**src/rtl/uart_tx_fifo.sv**
```systemverilog
// uart_tx_fifo: FIFO-buffered UART transmitter with optional parity and one or two stop bits
module uart_tx_fifo #(
  parameter int CLK_FREQ   = 50000000,
  parameter int BAUD_RATE  = 9600,
  parameter int PARITY     = 0,
  parameter int STOP_BITS  = 1,
  parameter int FIFO_DEPTH = 4
) (
  input  logic       clk_i,
  input  logic       rst_i,
  input  logic [7:0] tx_data_i,
  input  logic       tx_valid_i,
  output logic       tx_ready_o,
  output logic       tx_o,
  output logic       busy_o,
  output logic       tx_done_o
);
  localparam int BIT_TICKS = CLK_FREQ / BAUD_RATE;
  localparam int CW = $clog2(BIT_TICKS);
  localparam int AW = $clog2(FIFO_DEPTH);
  localparam int AW1 = AW + 1;
  localparam logic [CW-1:0] TICK_LAST = CW'(BIT_TICKS - 1);
  localparam logic [AW:0] FULL_CNT = AW1'(FIFO_DEPTH);
  localparam logic [2:0] STOP_LAST = 3'(STOP_BITS - 1);
  typedef enum logic [2:0] {IDLE, START, DATA, PAR_BIT, STOP} state_t;
  logic [7:0] mem [FIFO_DEPTH];
  logic [AW-1:0] wr_ptr, rd_ptr;
  logic [AW:0] count, count_n;
  logic push, pop, empty, bit_end, done_n, line;
  logic par, par_n;
  logic [7:0] head, shift, shift_n;
  logic [2:0] bit_cnt, bit_cnt_n;
  logic [CW-1:0] tick;
  state_t state, state_n;
  assign empty = count == '0;
  assign push = tx_valid_i && tx_ready_o;
  assign head = mem[rd_ptr];
  assign bit_end = tick == TICK_LAST;
  assign count_n = count + AW1'(push) - AW1'(pop);
  // next-state logic; a pop loads the shift register and starts a frame from IDLE or the last stop tick
  always_comb begin
    state_n = state;
    shift_n = shift;
    bit_cnt_n = bit_cnt;
    par_n = par;
    pop = 1'b0;
    done_n = 1'b0;
    case (state)
      IDLE: pop = !empty;
      START: state_n = bit_end ? DATA : START;
      DATA: if (bit_end) begin
        shift_n = shift >> 1;
        bit_cnt_n = bit_cnt + 3'd1;
        state_n = (bit_cnt == 3'd7) ? ((PARITY != 0) ? PAR_BIT : STOP) : DATA;
      end
      PAR_BIT: if (bit_end) begin
        state_n = STOP;
        bit_cnt_n = '0;
      end
      STOP: if (bit_end) begin
        bit_cnt_n = bit_cnt + 3'd1;
        if (bit_cnt == STOP_LAST) begin
          done_n = 1'b1;
          pop = !empty;
          state_n = IDLE;
        end
      end
      default: state_n = IDLE;
    endcase
    if (pop) begin
      state_n = START;
      shift_n = head;
      par_n = (PARITY == 1) ? ~^head : ^head;
      bit_cnt_n = '0;
    end
  end
  // line level implied by the current state; registered below so tx_o trails the state by one cycle
  always_comb line = (state == START) ? 1'b0 : (state == DATA) ? shift[0] : (state == PAR_BIT) ? par : 1'b1;
  // FIFO storage is not reset; the pointers alone define its contents
  always_ff @(posedge clk_i) begin
    if (push) mem[wr_ptr] <= tx_data_i;
  end
  // state, datapath, FIFO pointers and registered outputs
  always_ff @(posedge clk_i) begin
    if (rst_i) begin
      state <= IDLE;
      shift <= '0;
      bit_cnt <= '0;
      par <= 1'b0;
      tick <= '0;
      wr_ptr <= '0;
      rd_ptr <= '0;
      count <= '0;
      tx_o <= 1'b1;
      tx_ready_o <= 1'b1;
      busy_o <= 1'b0;
      tx_done_o <= 1'b0;
    end else begin
      state <= state_n;
      shift <= shift_n;
      bit_cnt <= bit_cnt_n;
      par <= par_n;
      tick <= (state == IDLE || bit_end) ? '0 : tick + 1'b1;
      wr_ptr <= push ? wr_ptr + 1'b1 : wr_ptr;
      rd_ptr <= pop ? rd_ptr + 1'b1 : rd_ptr;
      count <= count_n;
      tx_o <= line;
      tx_ready_o <= count_n != FULL_CNT;
      busy_o <= (state != IDLE) || !empty;
      tx_done_o <= done_n;
    end
  end
endmodule

```
**config.mk**
```make
export PLATFORM = sky130hd
export DESIGN_NAME = uart_tx_fifo
export DESIGN_NICKNAME = d
export VERILOG_FILES = /design/src/rtl/uart_tx_fifo.sv
export SDC_FILE = /design/constraint.sdc
export NUM_CORES = 1
export LEC_CHECK = 0
export CORE_MARGIN = 4
export CORE_UTILIZATION = 40
export CTS_CLUSTER_SIZE = 14
export DETAILED_ROUTE_END_ITERATION = 10
export GPL_TIMING_DRIVEN = 0
export SLEW_MARGIN = 10
export SYNTH_ARGS = -nofsm -noshare
export SYNTH_HDL_FRONTEND = slang
export SYNTH_SLANG_ARGS = --single-unit
```
**constraint.sdc**
```tcl
create_clock -name clk_i -period 6.6 [get_ports clk_i]
set_clock_uncertainty 0.05 [all_clocks]
set_input_delay 1.32 -clock clk_i [delete_from_list [all_inputs] [get_ports clk_i]]
set_output_delay 1.32 -clock clk_i [all_outputs]
set_load 0.05 [all_outputs]
```
==> summary.txt <==
die area: 9150 um2
flop2flop setup slack: 2.93 ns
Placement Cell Area: 3340 um2
syn_area_per_cell: 12.1 um2
hold crit path type: flop to flop
run status: finished clean
starting density of the core: 0.417
core area: 7370 um2
gr usage total: 0.133
First-pass DRT Iterations: 4
worst r2r dst: tx_ready_o$_SDFF_PP1_
switch share: 0.314
syn_nets: 275
# diodes: 0
post-synthesis sequential area ratio: 0.580
Slew Limit Fails: 0
Worst Setup End Kind: flop
Finished Cell Area: 3490 um2
first-pass GRT wire length: 9060 um
DR vias/cell: 4.91
Least-Margin Pin Slew: 0.684 ns
pin count of the biggest net entering global routing: 13
initial antenna violation count: 0
Overflow after GRT: 0
CTS tree: done
Max Fanout on Critical Path: 10
fin crit period: 3.67 ns
Remaining DRCs: 0
Yosys Warn Count: 0
Clk pin slew, worst setup/hold paths: 0.07 ns
total I/O pin count: 15
CP arrival: 3.85 ns
Mapped Area: 3070 um2
Mapped Cells: 254
# resized after CTS: 0
PwrDens: 367 nW/um2
unrepaired setup endpoints after global routing: false
layout cell share with drive strength beyond 1: 0.0989
Cell variety after synth: 38
Setup violations, final: 0
Post-Route WL: 5210 um
WP data required: 6.78 ns
WS Path Type: flop to flop
1st-iter DRT viols: 60
sw power: 403 uW
internal power: 880 uW
VDD IR max: 0.000167 V
hold buffer count at CTS: 0
dpl hpwl: 3560 um
R2R cell count: 13
GPL Wtd Cong: 0.719
Layout area overhead: 13.7%
Num Clock Sinks: 73
worst-case clock buffer depth: 2
post-CTS setup buffers: 0
static leakage: 1.21 nW
vias in the first global route: 1860
WL per Instance: 13.6 um
DIE WIDTH: 95.7 um
setup ws final: 2.93 ns
Nets: 300
Inserted Clock Buffers: 9
Comb power frac: 0.320
Clock power frac: 0.224
final hold vios: 0
H-tree depth: 3
Seq cells post-synth: 73
period utilization: 0.556
Post-Place Worst Slack: 2.95 ns
Critical Path Start Type: flop
CP Capture Point: tx_ready_o$_SDFF_PP1_
CTS Root Cell: clkbuf_8
Fmax: 0.273 GHz
fill count: 676
Chip Height: 95.7 um
I/O Buffers: 14
ANT nets after route: 0
Worst-Skew Late Latency: 0.34 ns
MaxCap Viol Count: 0
FP Rows: 31
RR Startpoint: tick[3]$_SDFF_PP0_
Reg power frac: 0.455
via count: 1877
CP startpoint: tick[3]$_SDFF_PP0_
setup TNS: 0 ns
Slew headroom: 0.544
-- metal layers --
layer,wire [um],vias to the layer above,track usage
li1,-,963,-
met1,2430,875,0.165
met2,2470,32,0.206
met3,243,7,0.0552
met4,77,0,0.0498
met5,0,-,0
-- power by group through the flow --
stage / registers [mW] / clock network, mW / logic [mW]
2_1_floorplan: 0.602 / 0 / 0.315
3_3_place_gp: 0.594 / 0 / 0.412
3_5_place_dp: 0.595 / 0 / 0.413
4_1_cts: 0.586 / 0.299 / 0.415
5_1_grt: 0.594 / 0.324 / 0.456
6_report: 0.584 / 0.288 / 0.411
-- layout make-up --
class	count	area [um2]	share of cell area
multi-input cells	161	1210	0.346
plain buffers	12	53.8	0.0154
clock inverters	4	22.5	0.00644
inverters	8	30.0	0.00859
flip-flops and latches	73	1780	0.510
clock buffers	11	135	0.0387
well taps	99	124	0.0354
repair buffers	14	140	0.0401
-- through the flow --
step,utilization,std cells,hold slack [ns],power [mW]
final,0.474,382,0.410,1.28
after global routing,0.474,382,0.436,1.37
after CTS,0.474,382,0.406,1.30
after detailed placement,0.453,367,0.390,1.01
after global placement,0.453,367,0.384,1.01
after floorplan,-,254,0.368,0.917
-- state kept, by name, indices dropped and copies added, names as in the netlist, named ones only --
name	flops
wr_ptr	2
tx_ready_o	1
par	1
bit_cnt	3
count	3
mem	32
tick	13
state	3
busy_o	1
tx_o	1
tx_done_o	1
shift	8
rd_ptr	2
-- cell usage after synthesis, drive strengths merged --
cell type   n  area share
mux4        8       0.059
inv         8      0.0098
nor4        3      0.0061
nand4       2      0.0041
nand3       6      0.0098
dfxtp      41        0.27
a21o        1      0.0024
or4         3      0.0098
nor2       32       0.039
a22oi       4      0.0098
a21oi       7       0.011
xor2        6       0.017
nor3        6      0.0098
or2         1      0.0020
clkbuf      9       0.011
or3         6       0.012
nand4b      1      0.0029
or2b        1      0.0024
xnor2      15       0.043
nand3b      1      0.0024
nand2b      1      0.0020
a2111oi     1      0.0090
ha          9       0.037
o21ai       4      0.0065
mux2i       8       0.026
fa          1      0.0065
a2111o      1      0.0037
nor2b       3      0.0061
and3        5       0.010
a31oi       1      0.0020
edfxtp     32        0.31
nand2      15       0.018
buf         3      0.0065
or4bb       1      0.0037
a211oi      8       0.020
-- how the worst min path moves through the flow --
stage                                  start                  to  cells after the start
final                     tick[0]$_SDFF_PP0_  tick[0]$_SDFF_PP0_                      1
after global routing      tick[0]$_SDFF_PP0_  tick[0]$_SDFF_PP0_                      1
after CTS                 tick[0]$_SDFF_PP0_  tick[0]$_SDFF_PP0_                      1
after detailed placement  tick[0]$_SDFF_PP0_  tick[0]$_SDFF_PP0_                      1
after global placement    tick[0]$_SDFF_PP0_  tick[0]$_SDFF_PP0_                      1
after floorplan           tick[0]$_SDFF_PP0_  tick[0]$_SDFF_PP0_                      1
-- critical path, stage by stage, from the launching register on --
cell	delay [ns]
dfxtp_1	0.37
or4_4	0.57
or4_4	0.58
a2111o_1	0.46
buf_6	0.15
buf_2	0.19
nand3_1	0.11
nand2_1	0.07
ha_1	0.19
fa_1	0.38
xnor2_1	0.15
xnor2_1	0.13
nor2_1	0.11
nand2_1	0.06
-- logic make-up after synthesis --
kind of cell	synth area share
mux	0.0847
fa+ha+maj	0.0432
compound gates	0.0643
simple gates	0.141
flops	0.580
buf+inv	0.0273
xor+xnor	0.0599
-- cells in the final DEF, fill, tap and decap left out, types with 2 or more instances in the layout --
| cell | synthesis | routed |
|---|---|---|
| mux2i_1 | 8 | 8 |
| a211oi_1 | 8 | 8 |
| nand2_1 | 15 | 15 |
| edfxtp_1 | 32 | 32 |
| nor2b_1 | 3 | 3 |
| clkbuf_1 | 9 | 10 |
| clkdlybuf4s50_1 | 0 | 14 |
| and3_1 | 5 | 5 |
| xnor2_1 | 15 | 15 |
| mux4_2 | 8 | 8 |
| clkinv_2 | 0 | 3 |
| dfxtp_1 | 41 | 41 |
| nand3_1 | 6 | 6 |
| clkbuf_8 | 0 | 9 |
| xor2_1 | 6 | 6 |
| nor3_1 | 6 | 6 |
| or3_1 | 6 | 6 |
| a21oi_1 | 7 | 7 |
| nor4_1 | 3 | 3 |
| o21ai_0 | 4 | 4 |
| or4_4 | 2 | 2 |
| nor2_1 | 32 | 32 |
| ha_1 | 9 | 9 |
| inv_1 | 8 | 8 |
| a22oi_1 | 4 | 4 |
| nand4_1 | 2 | 2 |
Power figures use the tool's default switching activity.
